<file path="src/rtl/abs_share_arbiter.sv">
// Round-robin arbiter that shares one external combinational abs/negate datapath
// between NREQ requesters, with a single registered result stage.
module abs_share_arbiter #(
  parameter int NREQ  = 4,
  parameter int WIDTH = 32,
  parameter int IDW   = 2
) (
  input  logic                  clk,
  input  logic                  reset,
  input  logic [NREQ-1:0]       req_valid,
  output logic [NREQ-1:0]       req_ready,
  input  logic [NREQ-1:0]       req_op,
  input  logic [NREQ*WIDTH-1:0] req_data,
  output logic [WIDTH-1:0]      dp_in,
  input  logic [WIDTH-1:0]      dp_abs,
  input  logic [WIDTH-1:0]      dp_neg,
  input  logic                  dp_sign,
  output logic                  rsp_valid,
  input  logic                  rsp_ready,
  output logic [WIDTH-1:0]      rsp_data,
  output logic                  rsp_sign,
  output logic                  rsp_ovf,
  output logic [IDW-1:0]        rsp_id,
  output logic                  dbg_state,
  output logic [IDW-1:0]        dbg_rr_ptr
);

  // Handshake: a transfer happens on a rising edge where valid and ready are
  // both high; valid never waits on ready, ready may depend on valid.

  typedef enum logic {IDLE = 1'b0, FULL = 1'b1} state_t;

  localparam logic [WIDTH-1:0] MOST_NEG = {1'b1, {(WIDTH-1){1'b0}}};

  state_t         state;
  logic [IDW-1:0] rr_ptr;
  logic [IDW-1:0] grant_idx;
  logic [IDW-1:0] next_ptr;
  logic [IDW:0]   cand;
  logic           grant_found;
  logic           can_accept;
  logic           accept;

  // First valid requester at or above rr_ptr, wrapping modulo NREQ.
  always_comb begin
    grant_found = 1'b0;
    grant_idx   = '0;
    cand        = '0;
    for (int k = 0; k < NREQ; k++) begin
      cand = {1'b0, rr_ptr} + (IDW+1)'(k);
      if (cand >= (IDW+1)'(NREQ)) cand = cand - (IDW+1)'(NREQ);
      if (!grant_found && req_valid[cand[IDW-1:0]]) begin
        grant_found = 1'b1;
        grant_idx   = cand[IDW-1:0];
      end
    end
  end

  assign can_accept = (state == IDLE) || ((state == FULL) && rsp_ready);
  assign accept     = grant_found && can_accept && !reset;
  assign next_ptr   = (grant_idx == IDW'(NREQ-1)) ? '0 : grant_idx + 1'b1;
  assign dp_in      = accept ? req_data[grant_idx*WIDTH +: WIDTH] : '0;
  assign dbg_state  = (state == FULL);
  assign dbg_rr_ptr = rr_ptr;

  always_comb begin
    req_ready = '0;
    if (accept) req_ready[grant_idx] = 1'b1;
  end

  // A consume and a new accept on the same edge overwrite the result register
  // directly, so back-to-back results never see a bubble.
  always_ff @(posedge clk) begin
    if (reset) begin
      state     <= IDLE;
      rr_ptr    <= '0;
      rsp_valid <= 1'b0;
      rsp_data  <= '0;
      rsp_sign  <= 1'b0;
      rsp_ovf   <= 1'b0;
      rsp_id    <= '0;
    end else if (accept) begin
      state     <= FULL;
      rsp_valid <= 1'b1;
      rsp_data  <= req_op[grant_idx] ? dp_neg : dp_abs;
      rsp_sign  <= dp_sign;
      rsp_ovf   <= (dp_in == MOST_NEG);
      rsp_id    <= grant_idx;
      rr_ptr    <= next_ptr;
    end else if ((state == FULL) && rsp_ready) begin
      state     <= IDLE;
      rsp_valid <= 1'b0;
    end
  end

endmodule

</file>
<file path="config.mk">
export PLATFORM = sky130hd
export DESIGN_NAME = abs_share_arbiter
export DESIGN_NICKNAME = d
export VERILOG_FILES = /design/src/rtl/abs_share_arbiter.sv
export SDC_FILE = /design/constraint.sdc
export NUM_CORES = 1
export LEC_CHECK = 0
export CAP_MARGIN = 40
export CORE_AREA = 2 2 109 111
export CTS_BUF_LIST = sky130_fd_sc_hd__clkbuf_8
export CTS_CLUSTER_SIZE = 25
export DETAILED_ROUTE_END_ITERATION = 10
export DIE_AREA = 0 0 111 113
export PLACE_DENSITY = 0.72
export SETUP_SLACK_MARGIN = 0.4
export SKIP_LAST_GASP = 1
export SYNTH_ARGS = -nofsm -noshare
export SYNTH_HDL_FRONTEND = slang
export SYNTH_SLANG_ARGS = --single-unit
</file>
<file path="constraint.sdc">
create_clock -name clk -period 8.7 [get_ports clk]
set_clock_uncertainty 0.05 [all_clocks]
set_input_delay 1.305 -clock clk [delete_from_list [all_inputs] [get_ports clk]]
set_output_delay 1.305 -clock clk [all_outputs]
set_load 0.01 [all_outputs]
</file>
==> reports/summary.log, run 1 <==
qor: timing.setup_violations 0
qor: clock_network.cts.htree.levels 2
qor: clock_network.ctsResizeCount 0
qor: place.gp_congestion 0.969
qor: timing.slack_of_the_critical_path 2190 ps
qor: worst_setup_path.rr_startpoint dbg_rr_ptr[1]
qor: worst_setup_path.rr_endpoint rsp_ovf
qor: global_route.grt_pass1_vias 3984
qor: global_route.overflow 0
qor: route.vias_per_cell 4.98
qor: synth.synth_area_per_cell 8.34 sq um
qor: status.status completed
qor: worst_setup_path.worstSetupStartpointType input pin
qor: place.place_worst_setup_slack 2180 ps
qor: layout.final_cell_area 6070 sq um
qor: global_route.gr-usage-all-layers 20.6%
qor: power.pwr_density_cell 141 nW/um^2
qor: global_route.antenna_violations_before_repair 0
qor: layout.area_of_the_multi_input_gates 2140 sq um
qor: timing.final.setup.tns 0 ps
qor: clock_network.post-cts-setup-buffer-count 0
qor: worst_setup_path.worst-path-max-fanout 29
qor: place.post-dp-hpwl 10.9 mm
qor: timing.relSlewSlack 53.1%
qor: route.routed_wire_length_per_instance 17.3 um
qor: timing.final_min_period_over_clock_period 74.9%
qor: route.route.antenna.remaining_nets 0
qor: synth.syn_nets 576
qor: hold_path.worst_hold_endpoint rsp_ovf
qor: layout.design.final.nets 837
qor: worst_setup_path.ff2ff_setup_slack 4650 ps
qor: route.wl 13.4 mm
qor: timing.fmaxAchievable 153 MHz
qor: worst_setup_path.timing.critical_path.arrival 5160 ps
qor: layout.num_antenna_cells 0
qor: clock_network.clk_pin_slew_worst_paths 70 ps
qor: layout.area_delta_synth_final 97.8%
qor: power.cellLeakagePower 2.44 nW
qor: clock_network.quantity_of_hold_fixing_buffers_added_after_cts 0
qor: worst_setup_path.crit_path_top_delay_cell sky130_fd_sc_hd__inv_2
qor: clock_network.source_to_sink_clock_delay_at_the_later_pin_of_the_worst_skew_pair 290 ps
qor: timing.rsz0062_at_grt false
qor: synth.synth-seq-cells 39
qor: synth.postSynthCellCount 368
qor: timing.min_period 6510 ps
qor: hold_path.worstHoldPathCells 2
qor: worst_setup_path.cp_data_required_time 7340 ps
qor: floorplan.die-area 12500 sq um
qor: worst_setup_path.path_cells clkdlybuf4s50_1 > nor2b_1 > o21bai_1 > nand2_1 > inv_2 > nand2_1 > o22ai_1 > clkdlybuf4s50_1
qor: clock_network.clock_tree.buffer_depth 2
qor: layout.regArea 781 sq um
qor: floorplan.rows 39
qor: global_route.grt_first_pass_wirelength 20.8 mm
qor: hold_path.min-delay-start rsp_ovf
qor: worst_setup_path.critical_path.endpoint_type primary output
qor: clock_network.numCtsBuffers 5
qor: floorplan.initial_core_utilization 27.2%
qor: worst_setup_path.cp_num_buf_inv 3
qor: global_route.grt_start_max_net_pins 52
qor: layout.layout.cells.most_common_list sky130_fd_sc_hd__clkdlybuf4s50_1, sky130_fd_sc_hd__mux2i_1, sky130_fd_sc_hd__o21ai_0, sky130_fd_sc_hd__dfxtp_1, sky130_fd_sc_hd__nand3b_1
qor: run.timing.max_cap.violations 0
qor: clock_network.clock_sinks 39
qor: route.drcViolationCount 0
qor: layout.fin_util 53.8%
qor: timing.timing.final.max_slew_violations 0
qor: floorplan.die-height 113 um
qor: layout.mostFrequentLayoutCell sky130_fd_sc_hd__clkdlybuf4s50_1
qor: floorplan.fp.dieW 111 um
qor: clock_network.clock_tree.root_cell sky130_fd_sc_hd__clkbuf_8
qor: synth.ys_seq_area_share 25.4%
qor: layout.post_route_cells_drive_above_1_share 4.29%
qor: floorplan.core_area 11300 sq um
qor: hold_path.hp-class flop to flop
qor: place.port-buffer-count 279
qor: worst_setup_path.worst_path_largest_cell_delay 650 ps
qor: synth.post_synth_instance_area 3070 sq um
qor: floorplan.io-pin-count 280
qor: worst_setup_path.worst_r2r_path_cells 9
qor: place.detailed_place.area 5980 sq um
qor: layout.fill_cells 1027
qor: synth.synth_warnings 0
qor: worst_setup_path.path_delay_family buffers and inverters
qor: power.ir_drop 0.000114 V
qor: route.detailedRoute.firstPassIterationCount 4
qor: route.num_vias 3848
qor: route.detail_route.iter0.violations 148
qor: clock_network.clock_tree_from_tritoncts done
qor: synth.number_of_unique_standard_cell_types_used_by_synthesis 41
qor: worst_setup_path.critPathKind input pin to primary output
qor: timing.max_slew.worst_pin.slew 702 ps
qor: timing.final_hold_viol_count 0
## power by group
part	internal [mW]	switching, mW	total (mW)
Sequential	0.207	0.0167	0.224
Clock	0.0558	0.0682	0.124
Combinational	0.287	0.222	0.509
Total	0.550	0.307	0.857
## kinds of logic after synthesis
family / share of synthesized area, %
fa+ha+maj: 1.63
flops: 25.4
simple gates: 23.3
buf+inv: 5.14
compound gates: 14.3
mux: 30.2
## how the worst max path moves through the flow
stage	from	to	slack, ps	depth (start not counted)
finish	req_valid[0]	dp_in[28]	2190	8
global route	req_valid[0]	dp_in[7]	1830	8
CTS	req_valid[0]	dp_in[28]	2160	8
detailed placement	req_valid[0]	dp_in[31]	2180	8
global placement	req_valid[0]	dp_in[31]	2330	8
floorplan	req_valid[0]	dp_in[18]	4050	9
## flip-flops by register name, summed over array words and instances (netlist names)
signal / cells
dbg_rr_ptr: 2
dbg_state: 1
rsp_data: 32
rsp_id: 2
rsp_ovf: 1
rsp_sign: 1
## synthesized netlist by cell type (all sizes together)
master  instances  area share, %
a2111o          1           0.37
a21oi           6           0.98
a41oi           1           0.29
and2           11            2.3
and3            4           0.82
buf            12            2.6
clkbuf         18            2.2
dfxtp          39             25
ha              4            1.6
inv             3           0.37
mux2            4            1.5
mux2i          88             29
nand2          24            3.0
nand2b          3           0.61
nand3          19            3.1
nand3b         34            8.3
nand4           1           0.20
nand4b          1           0.29
nor2           14            1.7
nor2b           3           0.61
nor3            2           0.33
nor4            4           0.82
o211a           1           0.33
o211ai          1           0.41
o21a            2           0.49
o21ai          43            7.0
o21ba           1           0.33
o21bai          1           0.24
o22ai          16            3.3
o31ai           1           0.24
o41a            1           0.37
or2b            1           0.24
or3             2           0.41
or4             2           0.49
## layer usage
layer	vias to the layer above	share of wire (%)	track usage, %
li1	1868	-	-
met1	1727	36	20.9
met2	214	50	37.6
met3	39	10	7.50
met4	0	4.0	9.83
met5	-	0	0
## worst register-to-register path: stages, from the launching register on
cell and delay, ps:
sky130_fd_sc_hd__dfxtp_1 460, sky130_fd_sc_hd__and2_4 210, sky130_fd_sc_hd__o211ai_2 190, sky130_fd_sc_hd__nand2_1 390, sky130_fd_sc_hd__inv_2 400, sky130_fd_sc_hd__nand2_1 640, sky130_fd_sc_hd__o22ai_1 230, sky130_fd_sc_hd__or4_1 560
sky130_fd_sc_hd__or4_1 580, sky130_fd_sc_hd__o31ai_1 260
## metrics by stage
stage          power, mW  hold WS [ps]  instances
3_5_place_dp       0.741           400        765
4_1_cts            0.868           422        773
3_3_place_gp       0.722           387        763
5_1_grt            0.916           451        773
2_1_floorplan      0.486           417        368
6_report           0.857           414        773
## final cells by class
class                      instances  share of cell area, %
timing repair buffer             284                   47.3
multi-input combinational        296                   35.3
sequential                        39                   12.9
tap                              143                   2.95
clock buffer                       5                   1.13
clock inverter                     3                  0.330
inverter                           3                  0.186
(Power assumes the default switching activity.)
==> inputs of run 2 (changes only) <==
--- a/config.mk
+++ b/config.mk
@@ -6,12 +6,12 @@
 export NUM_CORES = 1
 export LEC_CHECK = 0
 export CAP_MARGIN = 40
-export CORE_AREA = 2 2 109 111
+export CORE_AREA = 2 2 107 109
 export CTS_BUF_LIST = sky130_fd_sc_hd__clkbuf_8
 export CTS_CLUSTER_SIZE = 25
 export DETAILED_ROUTE_END_ITERATION = 10
-export DIE_AREA = 0 0 111 113
-export PLACE_DENSITY = 0.72
+export DIE_AREA = 0 0 109 111
+export PLACE_DENSITY = 0.74
 export SETUP_SLACK_MARGIN = 0.4
 export SKIP_LAST_GASP = 1
 export SYNTH_ARGS = -nofsm -noshare
==> constraint.sdc (replaced) <==
create_clock -name clk -period 6.7 [get_ports clk]
set_clock_uncertainty 0.05 [all_clocks]
set_input_delay 1.005 -clock clk [delete_from_list [all_inputs] [get_ports clk]]
set_output_delay 1.005 -clock clk [all_outputs]
set_load 0.01 [all_outputs]
==> run 2 against run 1 <==
Effect of this change: sequential cell count stayed put; count of clock-buffer cells in the layout stayed put; power is 30% higher; critical path type unchanged; highest routed layer unchanged.
==> reports/summary.log, run 2 (synthesis gave the netlist of run 1 again) <==
qor: global_route.antenna_violations_before_repair 2 [+2]
qor: timing.max_slew.worst_pin.slew 657 ps [-45.2 ps]
qor: timing.final_hold_viol_count 0 [unchanged]
qor: clock_network.clk_pin_slew_worst_paths 80 ps [about the same]
qor: worst_setup_path.timing.critical_path.arrival 4250 ps [-910 ps]
qor: clock_network.clock_tree_from_tritoncts done
qor: timing.setup_violations 0 [unchanged]
qor: layout.mostFrequentLayoutCell sky130_fd_sc_hd__clkdlybuf4s50_1
qor: hold_path.min-delay-start rsp_id[1]
qor: route.route.antenna.remaining_nets 0 [unchanged]
qor: power.switching_share 35.9% [+0.076 points]
qor: hold_path.worstHoldPathCells 2 [unchanged]
qor: clock_network.ctsResizeCount 0 [unchanged]
qor: worst_setup_path.ff2ff_setup_slack 2870 ps [-1780 ps]
qor: floorplan.die-area 12100 sq um [-3.5%]
qor: worst_setup_path.rr_startpoint dbg_rr_ptr[1]
qor: floorplan.initial_core_utilization 27.7% [+0.48 points]
qor: worst_setup_path.worst_path_largest_cell_delay 560 ps [-90 ps]
qor: worst_setup_path.cp_num_buf_inv 4 [+1]
qor: layout.post_route_cells_drive_above_1_share 4.44% [+0.15 points]
qor: global_route.grt_first_pass_wirelength 19.7 mm [-5.6%]
qor: global_route.gr-usage-all-layers 20.7% [+0.15 points]
qor: clock_network.clock_tree.buffer_depth 2 [unchanged]
qor: layout.area_delta_synth_final 97.5%
qor: run.timing.max_cap.violations 0 [unchanged]
qor: timing.rsz0062_at_grt false
qor: timing.slack_of_the_critical_path 1400 ps [-787 ps]
qor: timing.timing.hold.ws 401 ps [-13.6 ps]
qor: timing.min_period 5300 ps
qor: place.post-dp-hpwl 10.9 mm [+0.20%]
qor: power.p_int 0.713 mW [+30%]
qor: floorplan.core_area 11100 sq um [-1.7%]
qor: layout.fill_cells 1028 [+0.097%]
qor: global_route.grt_pass1_vias 3915 [-1.7%]
qor: clock_network.clock_sinks 39 [unchanged]
qor: worst_setup_path.worst-path-max-fanout 28 [-3.4%]
qor: timing.relSlewSlack 56.1% [+3.0 points]
qor: power.power_switching 0.400 mW [+30%]
qor: worst_setup_path.rr_endpoint rsp_ovf
qor: clock_network.cts.htree.levels 2 [unchanged]
qor: timing.final.setup.tns 0 ps [unchanged]
qor: route.vias_per_cell 4.99 [+0.34%]
qor: worst_setup_path.crit_path_top_delay_cell sky130_fd_sc_hd__clkdlybuf4s50_1
qor: power.cellLeakagePower 2.43 nW [-0.23%]
qor: status.status completed
qor: layout.final-instance-count-excl-fill 776 [+0.39%]
qor: worst_setup_path.path_cells clkdlybuf4s50_1 > nor2b_1 > o21bai_1 > nand2_1 > inv_2 > buf_4 > mux2i_1 > mux2_2 > nor2_1 > clkdlybuf4s50_1
qor: clock_network.source_to_sink_clock_delay_at_the_later_pin_of_the_worst_skew_pair 290 ps [about the same]
qor: worst_setup_path.critPathKind input pin to primary output
qor: worst_setup_path.worstSetupStartpointType input pin
qor: place.port-buffer-count 279 [unchanged]
qor: route.num_vias 3876 [+0.73%]
qor: layout.largest_reg_flops 32 [unchanged]
qor: clock_network.quantity_of_hold_fixing_buffers_added_after_cts 0 [unchanged]
qor: worst_setup_path.critical_path.endpoint_type primary output
qor: hold_path.worst_hold_endpoint rsp_id[1]
qor: clock_network.numCtsBuffers 5 [unchanged]
qor: timing.fmaxAchievable 189 MHz
qor: layout.layout.cells.most_common_list sky130_fd_sc_hd__clkdlybuf4s50_1, sky130_fd_sc_hd__mux2i_1, sky130_fd_sc_hd__o21ai_0, sky130_fd_sc_hd__dfxtp_1, sky130_fd_sc_hd__nand3b_1
qor: global_route.grt_start_max_net_pins 71 [+37%]
qor: layout.design.final.nets 838 [+0.12%]
qor: floorplan.rows 39 [unchanged]
qor: floorplan.io-pin-count 280 [unchanged]
qor: power.pwr_density_cell 184 nW/um^2 [+30%]
qor: layout.largest-register rsp_data
qor: place.place_worst_setup_slack 1400 ps [-783 ps]
qor: power.share_seq_of_total_power 26.0% [about the same]
qor: layout.final_cell_area 6060 sq um [-0.19%]
qor: route.wl 13.5 mm [+1.2%]
qor: route.detail_route.iter0.violations 142 [-4.1%]
qor: route.routed_wire_length_per_instance 17.4 um [+0.76%]
qor: clock_network.clock_tree.root_cell sky130_fd_sc_hd__clkbuf_8
qor: route.drcViolationCount 0 [unchanged]
qor: floorplan.die-height 111 um [-1.8%]
qor: place.detailed_place.area 5960 sq um [-0.33%]
qor: worst_setup_path.critical_path.most_common_cell sky130_fd_sc_hd__clkdlybuf4s50_1
qor: hold_path.hp-class flop to flop
qor: timing.final_min_period_over_clock_period 79.1%
qor: clock_network.post-cts-setup-buffer-count 0 [unchanged]
qor: worst_setup_path.worst_r2r_path_cells 10 [+1]
qor: place.gp_congestion 0.881 [-9.1%]
qor: worst_setup_path.cp_data_required_time 5640 ps [-1700 ps]
qor: timing.timing.final.max_slew_violations 0 [unchanged]
qor: power.power.share.combinational 59.0% [-0.4 points]
qor: power.ir_drop 0.000115 V [+1.2%]
qor: place.placed_cells_incl_taps 766 [+0.13%]
qor: global_route.overflow 0 [unchanged]
qor: worst_setup_path.path_delay_family buffers and inverters
qor: power.clkPwrFrac 14.9% [+0.4 points]
qor: route.detailedRoute.firstPassIterationCount 4 [unchanged]
qor: floorplan.fp.dieW 109 um [-1.8%]
[run 2: final cells by class]
type	instances	area [sq um]	area share (%)
Antenna cell	2	5.00	0.0826
Clock buffer	5	68.8	1.14
Clock inverter	3	23.8	0.392
Inverter	3	11.3	0.186
Multi-Input combinational cell	296	2140	35.3
Sequential cell	39	781	12.9
Tap cell	143	179	2.95
Timing Repair Buffer	285	2850	47.0
[run 2: worst register-to-register path, stage by stage (launching register included)]
cell	delay [ps]
sky130_fd_sc_hd__dfxtp_1	460
sky130_fd_sc_hd__mux2i_1	220
sky130_fd_sc_hd__nor2_1	50
sky130_fd_sc_hd__or3_2	470
sky130_fd_sc_hd__buf_4	330
sky130_fd_sc_hd__inv_2	480
sky130_fd_sc_hd__nand3_1	130
sky130_fd_sc_hd__and3_1	210
sky130_fd_sc_hd__or4_1	440
sky130_fd_sc_hd__or4_1	600
sky130_fd_sc_hd__o31ai_1	300
[run 2: worst max path at each step]
stage | start | end | cells past startpoint
6_report | req_valid[0] | dp_in[0] | 10
3_5_place_dp | req_valid[0] | dp_in[0] | 10
4_1_cts | req_valid[0] | dp_in[0] | 10
5_1_grt | req_valid[0] | dp_in[0] | 10
2_1_floorplan | req_valid[0] | dp_in[18] | 9
3_3_place_gp | req_valid[0] | dp_in[0] | 9
[run 2: through the flow]
stage	power, mW	util, %
after CTS	1.13	54.6
after floorplan	0.631	-
final	1.11	54.7
after global placement	0.937	53.6
after detailed placement	0.954	53.8
after global routing	1.18	54.7
[run 2: power groups by stage]
stage | Combinational (mW) | Sequential (mW) | Clock (mW)
after global routing | 0.703 | 0.295 | 0.183
after floorplan | 0.321 | 0.310 | 0
final | 0.657 | 0.290 | 0.166
after CTS | 0.662 | 0.290 | 0.175
after global placement | 0.643 | 0.294 | 0
after detailed placement | 0.659 | 0.295 | 0
[run 2: routing by layer]
metal	routed length [um]	vias to the layer above	global-route usage, %
li1	-	1873	-
met1	4950	1788	20.8
met2	6790	183	38.6
met3	1300	32	5.94
met4	501	0	9.23
met5	0	-	0
==> inputs of run 3 (changes only) <==
==> constraint.sdc (replaced) <==
create_clock -name clk -period 4.9 [get_ports clk]
set_clock_uncertainty 0.05 [all_clocks]
set_input_delay 0.735 -clock clk [delete_from_list [all_inputs] [get_ports clk]]
set_output_delay 0.735 -clock clk [all_outputs]
set_load 0.01 [all_outputs]
==> run 3 against run 2 <==
Effect of this change: count of clock-buffer cells in the layout did not move; sequential power rose by 37%; largest cell class unchanged; power rose by 37%; die area did not move; utilization rose by 0.29 points; cell area rose by 0.54%; global-route usage rose by 0.35 points.
==> reports/summary.log, run 3 (synthesis gave the netlist of run 1 again) <==
qor: timing.setup_violations 0 [unchanged]
qor: clock_network.post-cts-setup-buffer-count 0 [unchanged]
qor: route.routed_wire_length_per_instance 17.2 um [-1.4%]
qor: global_route.gr-usage-all-layers 21.1% [+0.35 points]
qor: worst_setup_path.worst-path-max-fanout 21 [-25%]
qor: worst_setup_path.worstSetupStartpointType input pin
qor: layout.layout.cells.most_common_list sky130_fd_sc_hd__clkdlybuf4s50_1, sky130_fd_sc_hd__mux2i_1, sky130_fd_sc_hd__o21ai_0, sky130_fd_sc_hd__dfxtp_1, sky130_fd_sc_hd__nand3b_1
qor: timing.final_min_period_over_clock_period 88.2%
qor: status.status completed
qor: layout.fin_util 55.0% [+0.29 points]
qor: timing.rsz0062_at_grt false
qor: run.timing.max_cap.violations 0 [unchanged]
qor: floorplan.rows 39 [unchanged]
qor: timing.fmaxAchievable 231 MHz
qor: power.ir_drop 0.000132 V [+14%]
qor: layout.largest-register rsp_data
qor: place.place_worst_setup_slack 506 ps [-895 ps]
qor: floorplan.die-height 111 um [unchanged]
qor: route.detail_route.iter0.violations 171 [+20%]
qor: clock_network.quantity_of_hold_fixing_buffers_added_after_cts 0 [unchanged]
qor: route.wl 13.4 mm [-0.86%]
qor: timing.max_slew.worst_pin.slew 547 ps [-110 ps]
qor: timing.relSlewSlack 63.5% [+7.4 points]
qor: route.route.antenna.remaining_nets 0 [unchanged]
qor: floorplan.die-area 12100 sq um [unchanged]
qor: global_route.antenna_violations_before_repair 2 [unchanged]
qor: worst_setup_path.critPathKind input pin to primary output
qor: timing.final.setup.tns 0 ps [unchanged]
qor: hold_path.worstHoldPathCells 2 [unchanged]
qor: global_route.overflow 0 [unchanged]
qor: place.gp_congestion 0.898 [+2.0%]
qor: route.num_vias 3908 [+0.83%]
qor: timing.slack_of_the_critical_path 578 ps [-821 ps]
qor: layout.area_delta_synth_final 98.5%
qor: worst_setup_path.worst_r2r_path_cells 9 [-1]
qor: global_route.grt_pass1_vias 3890 [-0.64%]
qor: layout.post_route_cells_drive_above_1_share 5.20% [+0.76 points]
qor: timing.timing.final.max_slew_violations 0 [unchanged]
qor: worst_setup_path.timing.critical_path.arrival 3540 ps [-710 ps]
qor: clock_network.numCtsBuffers 5 [unchanged]
qor: global_route.grt_first_pass_wirelength 20.0 mm [+1.9%]
qor: place.port-buffer-count 279 [unchanged]
qor: clock_network.clock_tree.root_cell sky130_fd_sc_hd__clkbuf_8
qor: route.vias_per_cell 5.01 [+0.31%]
qor: route.detailedRoute.firstPassIterationCount 4 [unchanged]
qor: floorplan.fp.dieW 109 um [unchanged]
qor: layout.fill_cells 1044 [+1.6%]
qor: floorplan.initial_core_utilization 27.7% [unchanged]
qor: power.cellLeakagePower 2.45 nW [+0.85%]
qor: clock_network.cts.htree.levels 2 [unchanged]
qor: layout.design.final.nets 842 [+0.48%]
qor: layout.largest_reg_flops 32 [unchanged]
qor: layout.mostFrequentLayoutCell sky130_fd_sc_hd__clkdlybuf4s50_1
qor: clock_network.clock_tree_from_tritoncts done
qor: clock_network.source_to_sink_clock_delay_at_the_later_pin_of_the_worst_skew_pair 280 ps [about the same]
qor: hold_path.hp-class flop to flop
qor: worst_setup_path.cp_data_required_time 4120 ps [-1520 ps]
qor: place.post-dp-hpwl 11.0 mm [+0.98%]
qor: timing.final_hold_viol_count 0 [unchanged]
qor: floorplan.core_area 11100 sq um [unchanged]
qor: route.drcViolationCount 0 [unchanged]
qor: timing.timing.hold.ws 412 ps [+11.6 ps]
qor: floorplan.io-pin-count 280 [unchanged]
qor: clock_network.clock_sinks 39 [unchanged]
qor: clock_network.clk_pin_slew_worst_paths 80 ps [about the same]
qor: worst_setup_path.critical_path.endpoint_type primary output
qor: global_route.grt_start_max_net_pins 65 [-8.5%]
qor: clock_network.clock_tree.buffer_depth 2 [unchanged]
qor: timing.min_period 4320 ps
qor: power.pwr_density_cell 250 nW/um^2 [+36%]
## run 3: changes by cell type in the layout (fill, tap and decap cells not counted)
cell,previous run,this run
sky130_fd_sc_hd__buf_4,5,9
sky130_fd_sc_hd__nand2_2,2,3
sky130_fd_sc_hd__nand2_1,22,21
## run 3: path summary, 6_finish.rpt
kind,to,startpoint,slack (ps)
setup reg to reg,rsp_ovf,dbg_rr_ptr[1],1450
hold / removal,rsp_id[1],rsp_id[1],410
setup / recovery,dp_in[0],req_valid[0],580
hold reg to reg,rsp_id[1],rsp_id[1],410
## run 3: worst max-delay path, cell delays in order
cell                              delay (ps)
sky130_fd_sc_hd__clkdlybuf4s50_1         460
sky130_fd_sc_hd__and2_4                  190
sky130_fd_sc_hd__and2_0                  140
sky130_fd_sc_hd__or3_2                   500
sky130_fd_sc_hd__inv_2                   390
sky130_fd_sc_hd__mux2_2                  420
sky130_fd_sc_hd__nor2_1                  140
sky130_fd_sc_hd__clkdlybuf4s50_1         560
## run 3: routing by layer
metal  track usage, %  vias up  part of all wire [%]
met3             6.17       26                   9.6
met4             8.03        0                   3.2
li1                 -     1885                     -
met2             39.0      187                    51
met1             21.9     1810                    37
met5                0        -                     0
## run 3: metrics by stage
| step | total power [mW] | std cells | area, sq um |
|---|---|---|---|
| 6_report | 1.52 | 780 | 6090 |
| 5_1_grt | 1.62 | 779 | 6090 |
| 4_1_cts | 1.55 | 778 | 6080 |
| 3_5_place_dp | 1.31 | 770 | 5990 |
| 3_3_place_gp | 1.30 | 770 | 5990 |
| 2_1_floorplan | 0.863 | 368 | 3070 |
## run 3: area by class of cell
cell class / count / area [sq um] / share of cell area [%]
inverter: 3 / 11.3 / 0.185
timing repair buffer: 289 / 2880 / 47.3
tap: 143 / 179 / 2.94
clock inverter: 3 / 23.8 / 0.390
antenna: 2 / 5.00 / 0.0822
clock buffer: 5 / 68.8 / 1.13
multi-input combinational: 296 / 2140 / 35.2
sequential: 39 / 781 / 12.8
## run 3: repair_timing
item	in CTS	in global routing
endpoints found under the hold margin	0	0
setup endpoints to repair	0	6
gates resized for setup	0	1
## run 3: power by group
part           leakage, nW  total (mW)  internal (mW)  switching [mW]
Combinational         2.09       0.905          0.511           0.394
Sequential           0.324       0.396          0.367          0.0288
Clock               0.0408       0.223          0.102           0.121
